[src/rtl/vx_cluster_gbar.sv]
// Cluster-level global barrier unit: collects per-socket arrivals for each barrier ID and
// emits one release (ID + arrival mask) through a single-entry response register.
module vx_cluster_gbar #(
    parameter int NUM_SOCKETS  = 4,
    parameter int NUM_BARRIERS = 8,
    localparam int BAR_W = (NUM_BARRIERS > 1) ? $clog2(NUM_BARRIERS) : 1,
    localparam int SCK_W = (NUM_SOCKETS > 1) ? $clog2(NUM_SOCKETS) : 1
) (
    input  logic                   clk,
    input  logic                   reset_n,
    input  logic                   req_valid,
    input  logic [BAR_W-1:0]       req_id,
    input  logic [SCK_W-1:0]       req_size_m1,
    input  logic [SCK_W-1:0]       req_socket,
    output logic                   req_ready,
    output logic                   rsp_valid,
    output logic [BAR_W-1:0]       rsp_id,
    output logic [NUM_SOCKETS-1:0] rsp_mask,
    input  logic                   rsp_ready,
    output logic                   err_dup,
    output logic                   err_size,
    output logic                   busy
);

    localparam logic [SCK_W:0] NS = (SCK_W+1)'(NUM_SOCKETS);
    localparam logic [BAR_W:0] NB = (BAR_W+1)'(NUM_BARRIERS);

    // Reset asserts asynchronously and releases two clocks after reset_n rises.
    logic [1:0] rst_sync;
    logic       rst_n_int;

    always_ff @(posedge clk or negedge reset_n) begin
        if (!reset_n) rst_sync <= '0;
        else          rst_sync <= {rst_sync[0], 1'b1};
    end
    assign rst_n_int = rst_sync[1];

    logic [NUM_SOCKETS-1:0] mask_q  [NUM_BARRIERS];
    logic [SCK_W:0]         count_q [NUM_BARRIERS];
    logic [SCK_W-1:0]       size_q  [NUM_BARRIERS];

    logic [BAR_W-1:0]       idx;
    logic [NUM_SOCKETS-1:0] mask_cur;
    logic [NUM_SOCKETS-1:0] bit_vec;
    logic [SCK_W:0]         count_cur;
    logic                   id_ok, sock_ok, size_ok, armed;
    logic                   dup_hit, size_hit, accept, legal, complete, fire;
    logic                   any_armed;

    always_comb begin
        id_ok     = ({1'b0, req_id} < NB);
        sock_ok   = ({1'b0, req_socket} < NS);
        size_ok   = ({1'b0, req_size_m1} < NS);
        idx       = id_ok ? req_id : '0;
        mask_cur  = mask_q[idx];
        count_cur = count_q[idx];
        armed     = |mask_cur;
        bit_vec   = sock_ok ? (NUM_SOCKETS'(1) << req_socket) : '0;
        dup_hit   = |(mask_cur & bit_vec);
        size_hit  = !id_ok || !sock_ok || !size_ok || (armed && (req_size_m1 != size_q[idx]));
        req_ready = rst_n_int && (!rsp_valid || rsp_ready);
        accept    = req_valid && req_ready;
        legal     = !dup_hit && !size_hit;
        // Arrivals so far equal size_m1 means this arrival is the last one.
        complete  = (count_cur == {1'b0, req_size_m1});
        fire      = accept && legal && complete;
        any_armed = 1'b0;
        for (int unsigned i = 0; i < NUM_BARRIERS; i++) any_armed = any_armed | (|mask_q[i]);
        busy      = any_armed || rsp_valid;
    end

    always_ff @(posedge clk or negedge rst_n_int) begin
        if (!rst_n_int) begin
            for (int unsigned i = 0; i < NUM_BARRIERS; i++) begin
                mask_q[i]  <= '0;
                count_q[i] <= '0;
                size_q[i]  <= '0;
            end
            rsp_valid <= 1'b0;
            rsp_id    <= '0;
            rsp_mask  <= '0;
            err_dup   <= 1'b0;
            err_size  <= 1'b0;
        end else begin
            if (accept && legal) begin
                if (complete) begin
                    mask_q[idx]  <= '0;
                    count_q[idx] <= '0;
                end else begin
                    mask_q[idx]  <= mask_cur | bit_vec;
                    count_q[idx] <= count_cur + (SCK_W+1)'(1);
                    if (!armed) size_q[idx] <= req_size_m1;
                end
            end
            // A new release overrides the drain so back-to-back releases keep rsp_valid high.
            if (fire) begin
                rsp_valid <= 1'b1;
                rsp_id    <= req_id;
                rsp_mask  <= mask_cur | bit_vec;
            end else if (rsp_ready) begin
                rsp_valid <= 1'b0;
            end
            err_dup  <= err_dup  | (accept && dup_hit);
            err_size <= err_size | (accept && size_hit);
        end
    end

endmodule

[config.mk]
export PLATFORM = sky130hd
export DESIGN_NAME = vx_cluster_gbar
export DESIGN_NICKNAME = d
export VERILOG_FILES = /design/src/rtl/vx_cluster_gbar.sv
export SDC_FILE = /design/constraint.sdc
export NUM_CORES = 1
export LEC_CHECK = 0
export ABC_CLOCK_PERIOD_IN_PS = 6850
export BUFFER_PORTS_ARGS = -buffer_cell sky130_fd_sc_hd__buf_4
export CORE_ASPECT_RATIO = 1.1
export CORE_UTILIZATION = 55
export CTS_BUF_LIST = sky130_fd_sc_hd__clkbuf_4 sky130_fd_sc_hd__clkbuf_8
export DETAILED_ROUTE_END_ITERATION = 6
export GPL_TIMING_DRIVEN = 0
export MAX_ROUTING_LAYER = met4
export PLACE_DENSITY = 0.7
export SYNTH_ARGS = -nofsm -noshare
export SYNTH_HDL_FRONTEND = slang
export SYNTH_SLANG_ARGS = --single-unit
[constraint.sdc]
create_clock -name clk -period 6.85 [get_ports clk]
set_input_delay 2.055 -clock clk [delete_from_list [all_inputs] [get_ports clk]]
set_output_delay 2.055 -clock clk [all_outputs]
set_load 0.05 [all_outputs]
==> results of run 1 <==
metal layers:
layer,global-route usage,vias to the layer above,wire (um)
met5,-,-,0
met4,0.09722,0,149
met3,0.04371,12,321
met2,0.4054,69,4499
met1,0.3546,1421,4243
li1,-,1256,-
metrics by stage:
| stage | hold WS [ns] | std cells | cell area (sq um) | setup WS, ns |
|---|---|---|---|---|
| finish | 0.2980 | 463 | 4807 | 2.132 |
| global route | 0.3473 | 463 | 4807 | 2.110 |
| CTS | 0.3152 | 463 | 4807 | 2.121 |
| global placement | 0.3376 | 446 | 4569 | 1.477 |
| floorplan | 0.3312 | 320 | 4280 | 2.073 |
| detailed placement | 0.3063 | 447 | 4601 | 1.967 |
registers in the layout, summed over array words and instances (netlist names):
signal / cells
mask_q: 32
rsp_id: 3
size_q: 16
rst_sync: 2
rsp_mask: 4
err_dup: 1
count_q: 24
err_size: 1
rsp_valid: 1
layout make-up:
class	count	area (sq um)
flip-flops and latches	84	2106
fillers	611	2708
inverters	3	11.26
well taps	105	131.4
multi-input cells	211	2013
clock buffers	11	145.1
repair buffers	22	185.2
clock inverters	5	61.31
plain buffers	22	153.9
power by group:
group          total, mW  internal (mW)  leakage, nW  switching, mW
clock network      0.367          0.183       0.0952          0.184
registers          0.794          0.681         1.09          0.112
logic              0.682          0.325         1.02          0.357
cells in the final DEF (no fill, tap or decap), types with 8 or more instances in the layout:
| cell type | netlist | final |
|---|---|---|
| mux4_2 | 11 | 11 |
| and2_1 | 9 | 9 |
| mux2_2 | 81 | 81 |
| nor2_1 | 9 | 9 |
| buf_4 | 4 | 25 |
| clkbuf_8 | 0 | 10 |
| nand2_1 | 12 | 12 |
| dfrtp_1 | 84 | 83 |
| mux2i_1 | 14 | 14 |
| nor4_1 | 8 | 8 |
cell families (layout without fill, tap and decap cells):
logic type / count (synthesis) / count (layout) / synth area share
other: 1 / 1 / 0.0008761
multiplexers: 107 / 107 / 0.3099
XOR/XNOR: 1 / 1 / 0.002047
AO/OA/AOI/OAI: 25 / 25 / 0.04385
flip-flops: 84 / 84 / 0.4911
AND/OR/NAND/NOR: 76 / 76 / 0.1108
buffers and inverters: 25 / 63 / 0.03859
adder cells (fa/ha/maj): 1 / 1 / 0.002923
path summary, 6_finish.rpt:
| kind | slack, ns | endpoint |
|---|---|---|
| min reg2reg | 0.30 | size_q[11] |
| min in group clk | 0.37 | rst_sync[1] |
| max in group asynchronous | 5.29 | rst_sync[1] |
| min | 0.30 | size_q[11] |
| max | 2.13 | req_ready |
| max reg2reg | 3.82 | mask_q[15] |
worst reg2reg max path, delay by kind of cell (launching register included):
kind | cells | cell delay [ns]
flops | 1 | 0.41
buf+inv | 1 | 0.27
simple gates | 2 | 0.76
mux | 3 | 1.24
compound gates | 1 | 0.23
==> impl_results.md, run 1 <==
- Run status: complete, no violations
- CP top delay family: simple AND/OR/NAND/NOR gates
- Yosys top cell area share: 0.4911
- Routed WL: 9214 um
- Total negative setup slack: 0 ns
- PortBufs: 21
- Most used flip-flop cell after synthesis: dfrtp_1
- Crit Path Category: in -> out
- H-tree depth: 3
- RSZ-0062 raised after global routing: false
- Clk pin slew, worst setup/hold paths: 0.08 ns
- TritonCTS Sinks: 84
- CP peak stage delay: 0.19 ns
- Nets: 365
- Post-CTS Hold Fix Bufs: 0
- Layout Utilization: 0.6397
- Yosys cell types: 49
- Post CTS Setup Buffer Count: 0
- Effective utilization at floorplan: 0.5696
- Post-layout minimum cycle time: 4.718 ns
- Final Setup Violations: 0
- CTS Root Buffer Type: clkbuf_8
- Maximum fanout along the worst path: 2
- Worst-Skew Late Latency: 0.36 ns
- Final Hold Viols: 0
- Final Cycle Share: 0.6888
- Pwr Total: 1.842 mW
- Maxcap violations: 0
- Worst EP arrival: 2.66 ns
- Grt ovf: 0
- Pins Over Slew Limit: 0
- Initial antenna violation count: 0
- Sequential fraction of the synthesis area: 0.4911
- Largest net degree at the start of global routing: 50
- CP Capture Type: output port
- Worst setup startpoint: rsp_ready
- Syn Inst Count: 320
- Min-delay worst type: reg -> async
- Post-cts sizing count: 0
- CP bufs+invs: 2
- Buffer levels on the longest clock path: 2
- CP dominant cell by count: buf_4
- Synth Cell Area: 0.004280 sq mm
- Leak pwr: 2.202 nW
- Avg WL per Cell: 19.90 um
- Post-route ant nets: 0
- CORE AREA: 0.007515 sq mm
- Post-synth ARST share: 1.000
- Worst r2r src: mask_q[4]
- First-pass DRT Iterations: 7
- Initial DRC count: 216
- Syn avg cell area: 13.38 sq um
- Die Wd: 86.11 um
- Post-route DRC: 0
- Post-Syn Nets: 332
- Layout area overhead: 12.31%
- GP Congestion: 0.8244
- Fmax: 211.9 MHz
- Die ar.: 0.008140 sq mm
- Layout cells sized above 1: 0.4246
- Power per cell area: 383.3 mW/mm^2
- Clock skew: 0.008433 ns
- Synth area leaders: dfrtp_1 49%, mux2_2 21%, mux4_2 5.8%
- Crit path depth: 4
- Vias: 2758
- Reg2Reg Depth: 7
- Count leader, synth: dfrtp_1
- YS warnings: 0
- Slowest-stage cell, CP: buf_4
- Post-synth top area cell: dfrtp_1
- Io pins: 23
- Commonest cells post-synth: 84 x dfrtp_1, 81 x mux2_2, 14 x mux2i_1
- Slew margin rel.: 0.4799
- #FFs+latches synth: 84
- N_diodes: 0
- First-pass GRT wire length: 15260 um
- Core Rows: 33
- Total global-route track usage: 0.2638
- Number of CTS-inserted buffers: 9
- Final HPWL DP: 6485 um
- Post-synth EDFFs: 0
- Worst-Margin Slew: 0.7793 ns
- Die Ht: 94.53 um
- Vias in the first global route: 2849
- CP Cell Sequence: buf_4 -> nand2b_1 -> and2_1 -> buf_4
- Avg Vias per Cell: 5.957
- CTS tree: built
- Worst VDD drop: 0.1748 mV
- CP startpoint kind: input pin
- Req. time, crit path: 4.80 ns
Power figures use the tool's default switching activity.
==> run 2: changes to the inputs <==
ABC_CLOCK_PERIOD_IN_PS = 3800   (was 6850)
PLACE_DENSITY = 0.73   (was 0.7)
clock period = 3.8 ns   (was 6.85 ns; I/O delays follow)
==> impl_results.md, run 2 (synthesis results as in run 1) <==
- Run status: complete, no violations
- Non-Filler Instances: 463
- Sw power: 1.175 mW
- Post-layout minimum cycle time: 3.612 ns
- Avg Vias per Cell: 6.084
- Worst EP arrival: 3.85 ns
- H-tree depth: 3
- Comb pwr share: 0.363
- Final Cycle Share: 0.9505
- Effective utilization at floorplan: 0.5696
- First-pass DRT Iterations: 4
- DR WL met3: 551 um
- CTS Root Buffer Type: clkbuf_8
- Max layer used: met4
- Die Ht: 94.53 um
- Pins Over Slew Limit: 0
- Vias in the first global route: 2879
- Req. time, crit path: 4.04 ns
- N_diodes: 0
- Layout area overhead: 12.83%
- Largest reg by FF count: mask_q
- Most common cell after layout, fill and taps aside: dfrtp_1
- Die Wd: 86.11 um
- Maximum fanout along the worst path: 10
- Power share of the clock group: 0.214
- Io pins: 23
- Power per cell area: 701.1 mW/mm^2
- Sequential cell area: 0.002106 sq mm
- Core Rows: 33
- Pint: 2.212 mW
- CORE AREA: 0.007515 sq mm
- Worst VDD drop: 0.3042 mV
- Total global-route track usage: 0.2649
- CP startpoint kind: input pin
- Wire length on met2: 4519 um
- Final HPWL DP: 6487 um
- Slew margin rel.: 0.4898
- Placed Area: 0.004601 sq mm
- Multi-input logic area: 0.002013 sq mm
- Worst-Skew Late Latency: 0.36 ns
- Post CTS Setup Buffer Count: 0
- RSZ-0062 raised after global routing: false
- Routed WL: 9403 um
- Post-CTS Hold Fix Bufs: 0
- Worst-Margin Slew: 0.7645 ns
- Initial DRC count: 211
- Min-delay worst type: reg -> async
- TritonCTS Sinks: 84
- Fmax: 276.9 MHz
- Die ar.: 0.008140 sq mm
- Post-cts sizing count: 0
- Post-route DRC: 0
- Clk pin slew, worst setup/hold paths: 0.09 ns
- Avg WL per Cell: 20.31 um
- Largest net degree at the start of global routing: 51
- Grt ovf: 0
- Number of CTS-inserted buffers: 9
- Total negative setup slack: 0 ns
- Sequential fraction of design power: 0.423
- Initial antenna violation count: 0
- PortBufs: 21
- Vias: 2817
- Switch share: 0.3469
- Post-route ant nets: 0
- Final Hold Viols: 0
- Cells after DPL: 447
- Most frequent cells in the layout: 83 x dfrtp_1, 81 x mux2_2, 25 x buf_4, 14 x mux2i_1, 12 x nand2_1
- M1 WL: 4127 um
- Clock skew: 0.01482 ns
- Buffer levels on the longest clock path: 2
- Nets: 365
- CTS tree: built
- Crit Path Category: in -> reg
- Max reg flops: 32
- Fillers: 595
- CP Capture Type: flop
- First-pass GRT wire length: 15340 um
- Layout cells sized above 1: 0.4246
- Leak pwr: 2.216 nW
- Top Registers: mask_q: 32 flops, count_q: 24 flops, size_q: 16 flops
- Final Setup Violations: 0
- WHS: 0.2759 ns
- Cell area after layout: 0.004830 sq mm
- GP Congestion: 0.8067
- Maxcap violations: 0
[run 2: cell count changes in the layout (fill, tap and decap cells not counted), sizes merged]
cell / delta
clkinvlp: -1
clkinv: -1
inv: +1
bufinv: +1
[run 2: through the flow]
stage          power, mW  worst slack (ns)  utilization
6_report           3.386            0.1881       0.6427
4_1_cts            3.404            0.2116       0.6427
5_1_grt            3.578           0.06334       0.6427
2_1_floorplan      2.339            0.4570            -
3_3_place_gp       2.618           -0.1202       0.6082
3_5_place_dp       2.675           -0.1633       0.6122
[run 2: area by class of cell]
cell class | count | area share
clock inverter | 5 | 0.01736
clock buffer | 11 | 0.03005
timing repair buffer | 22 | 0.03834
multi-input combinational | 211 | 0.4168
inverter | 3 | 0.002332
sequential | 84 | 0.4360
buffer | 22 | 0.03187
tap | 105 | 0.02720
[run 2: power groups by stage]
stage	combinational [mW]	sequential [mW]	clock, mW
after global routing	1.32	1.48	0.779
after floorplan	0.783	1.56	0
after detailed placement	1.23	1.45	0
final	1.23	1.43	0.724
after CTS	1.23	1.43	0.740
after global placement	1.18	1.43	0
[run 2: final timing paths]
path | start | end | slack [ns] | depth (start not counted)
max | req_id[0] | count_q[10] | 0.19 | 9
min | rst_sync[1] | mask_q[17] | 0.28 | 0
max reg2reg | mask_q[16] | count_q[10] | 0.82 | 7
min reg2reg | rst_sync[1] | mask_q[17] | 0.28 | 0
max in group asynchronous | rst_sync[1] | err_dup | 2.92 | 1
min in group clk | rst_sync[0] | rst_sync[1] | 0.37 | 0
[run 2: routing by layer]
layer	track usage	up-vias
li1	-	1257
met1	0.3450	1449
met2	0.4061	93
met3	0.05507	18
met4	0.1083	0
met5	-	-
[run 2: critical path: stages]
cell and delay, ns:
buf_4 0.09, buf_6 0.18, mux4_2 0.51, mux2i_1 0.28, nand4_1 0.41, o31ai_1 0.22
buf_4 0.27, nand4_2 0.34, mux2_2 0.40
==> run 3: changes to the inputs <==
MAX_ROUTING_LAYER = unset   (was met4)
==> impl_results.md, run 3 (synthesis results as in run 1) <==
- Cells after DPL: 447
- Post-route ant nets: 0
- CP startpoint kind: input pin
- CORE AREA: 0.007515 sq mm
- Core Rows: 33
- Slowest-stage cell, CP: mux4_2
- WHS: 0.2703 ns
- Non-Filler Instances: 463
- Min-delay worst type: reg -> async
- Placed Area: 0.004601 sq mm
- Pins Over Slew Limit: 0
- Largest net degree at the start of global routing: 51
- Comb pwr share: 0.363
- Slew margin rel.: 0.4780
- Effective utilization at floorplan: 0.5696
- Sequential fraction of design power: 0.423
- Post-layout minimum cycle time: 3.625 ns
- Final HPWL DP: 6487 um
- TritonCTS Sinks: 84
- RSZ-0062 raised after global routing: false
- Vias: 2800
- Final WS setup: 0.1750 ns
- CTS Root Buffer Type: clkbuf_8
- Pint: 2.212 mW
- Run status: complete, no violations
- Switch share: 0.3468
- Layout area overhead: 12.83%
- Most frequent cells in the layout: 83 x dfrtp_1, 81 x mux2_2, 25 x buf_4, 14 x mux2i_1, 12 x nand2_1
- Maximum fanout along the worst path: 10
- H-tree depth: 3
- Die Ht: 94.53 um
- PortBufs: 21
- Initial DRC count: 184
- Layout Utilization: 0.6427
- Leak pwr: 2.216 nW
- Post-CTS Hold Fix Bufs: 0
- Number of CTS-inserted buffers: 9
- Maxcap violations: 0
- Avg Vias per Cell: 6.048
- Avg WL per Cell: 20.34 um
- CP peak stage delay: 0.51 ns
- Power share of the clock group: 0.214
- Worst EP arrival: 3.86 ns
- Final Setup Violations: 0
- Clk pin slew, worst setup/hold paths: 0.10 ns
- Worst-Margin Slew: 0.7822 ns
- Die ar.: 0.008140 sq mm
- Vias in the first global route: 2885
- Worst VDD drop: 0.3039 mV
- Final Hold Viols: 0
- N_diodes: 0
- Layout cells sized above 1: 0.4246
- Sw power: 1.175 mW
- Grt ovf: 0
- Post CTS Setup Buffer Count: 0
- First-pass DRT Iterations: 4
- Final Cycle Share: 0.9539
- CP Cell Sequence: buf_4 -> buf_6 -> mux4_2 -> mux2i_1 -> nand4_1 -> o31ai_1 -> buf_4 -> nand4_2 -> mux2_2
- Req. time, crit path: 4.04 ns
- Routed WL: 9416 um
- Initial antenna violation count: 0
- Buffer levels on the longest clock path: 2
- Worst-Skew Late Latency: 0.36 ns
- Die Wd: 86.11 um
- First-pass GRT wire length: 15310 um
- Fmax: 275.9 MHz
- Cell area after layout: 0.004830 sq mm
- Place WS: -0.1633 ns
- Io pins: 23
- Most common cell after layout, fill and taps aside: dfrtp_1
- CP dominant cell by count: buf_4
- Nets: 365
- Post-cts sizing count: 0
- CP Capture Type: flop
- Top Registers: mask_q: 32 flops, count_q: 24 flops, size_q: 16 flops
- Post-route DRC: 0
- Crit Path Category: in -> reg
- GP Congestion: 0.7953
- Power per cell area: 701.1 mW/mm^2
- Total negative setup slack: 0 ns
- CTS tree: built
- Max reg flops: 32
- Total global-route track usage: 0.2566
- Pwr Total: 3.386 mW
- Largest reg by FF count: mask_q
- Clock skew: 0.01764 ns
## run 3: cell type report
cell class	instances	area, sq um
clock buffers	11	145.1
flip-flops and latches	84	2106
repair buffers	22	185.2
inverters	3	11.26
multi-input cells	211	2013
fillers	595	2685
well taps	105	131.4
clock inverters	5	83.83
plain buffers	22	153.9
## run 3: routing by layer
metal | track usage | vias up | routed length (um)
met3 | 0.06031 | 18 | 653
met5 | 0 | - | 0
met2 | 0.4074 | 93 | 4482
met4 | 0.1000 | 0 | 198
li1 | - | 1262 | -
met1 | 0.3422 | 1427 | 4082
## run 3: path summary, 6_finish.rpt
check                            start           to  slack, ns  cells after the start
max                          req_id[0]  count_q[10]       0.17                      9
min                        rst_sync[1]   mask_q[17]       0.27                      0
max reg2reg                  mask_q[4]  count_q[10]       0.81                      7
min reg2reg                rst_sync[1]   mask_q[17]       0.27                      0
max in group asynchronous  rst_sync[1]      err_dup       2.92                      1
min in group clk           rst_sync[0]  rst_sync[1]       0.36                      0
## run 3: power groups by stage
stage / Sequential, mW / Combinational, mW / Clock, mW
floorplan: 1.56 / 0.783 / 0
global placement: 1.43 / 1.18 / 0
detailed placement: 1.45 / 1.23 / 0
CTS: 1.43 / 1.23 / 0.740
global route: 1.48 / 1.32 / 0.779
finish: 1.43 / 1.23 / 0.725
## run 3: worst max-delay path: cells and delay by family
| kind | cells | cell delay (ns) |
|---|---|---|
| buffers and inverters | 3 | 0.54 |
| AOI/OAI and AO/OA | 1 | 0.22 |
| muxes | 3 | 1.20 |
| and+or+nand+nor | 2 | 0.75 |
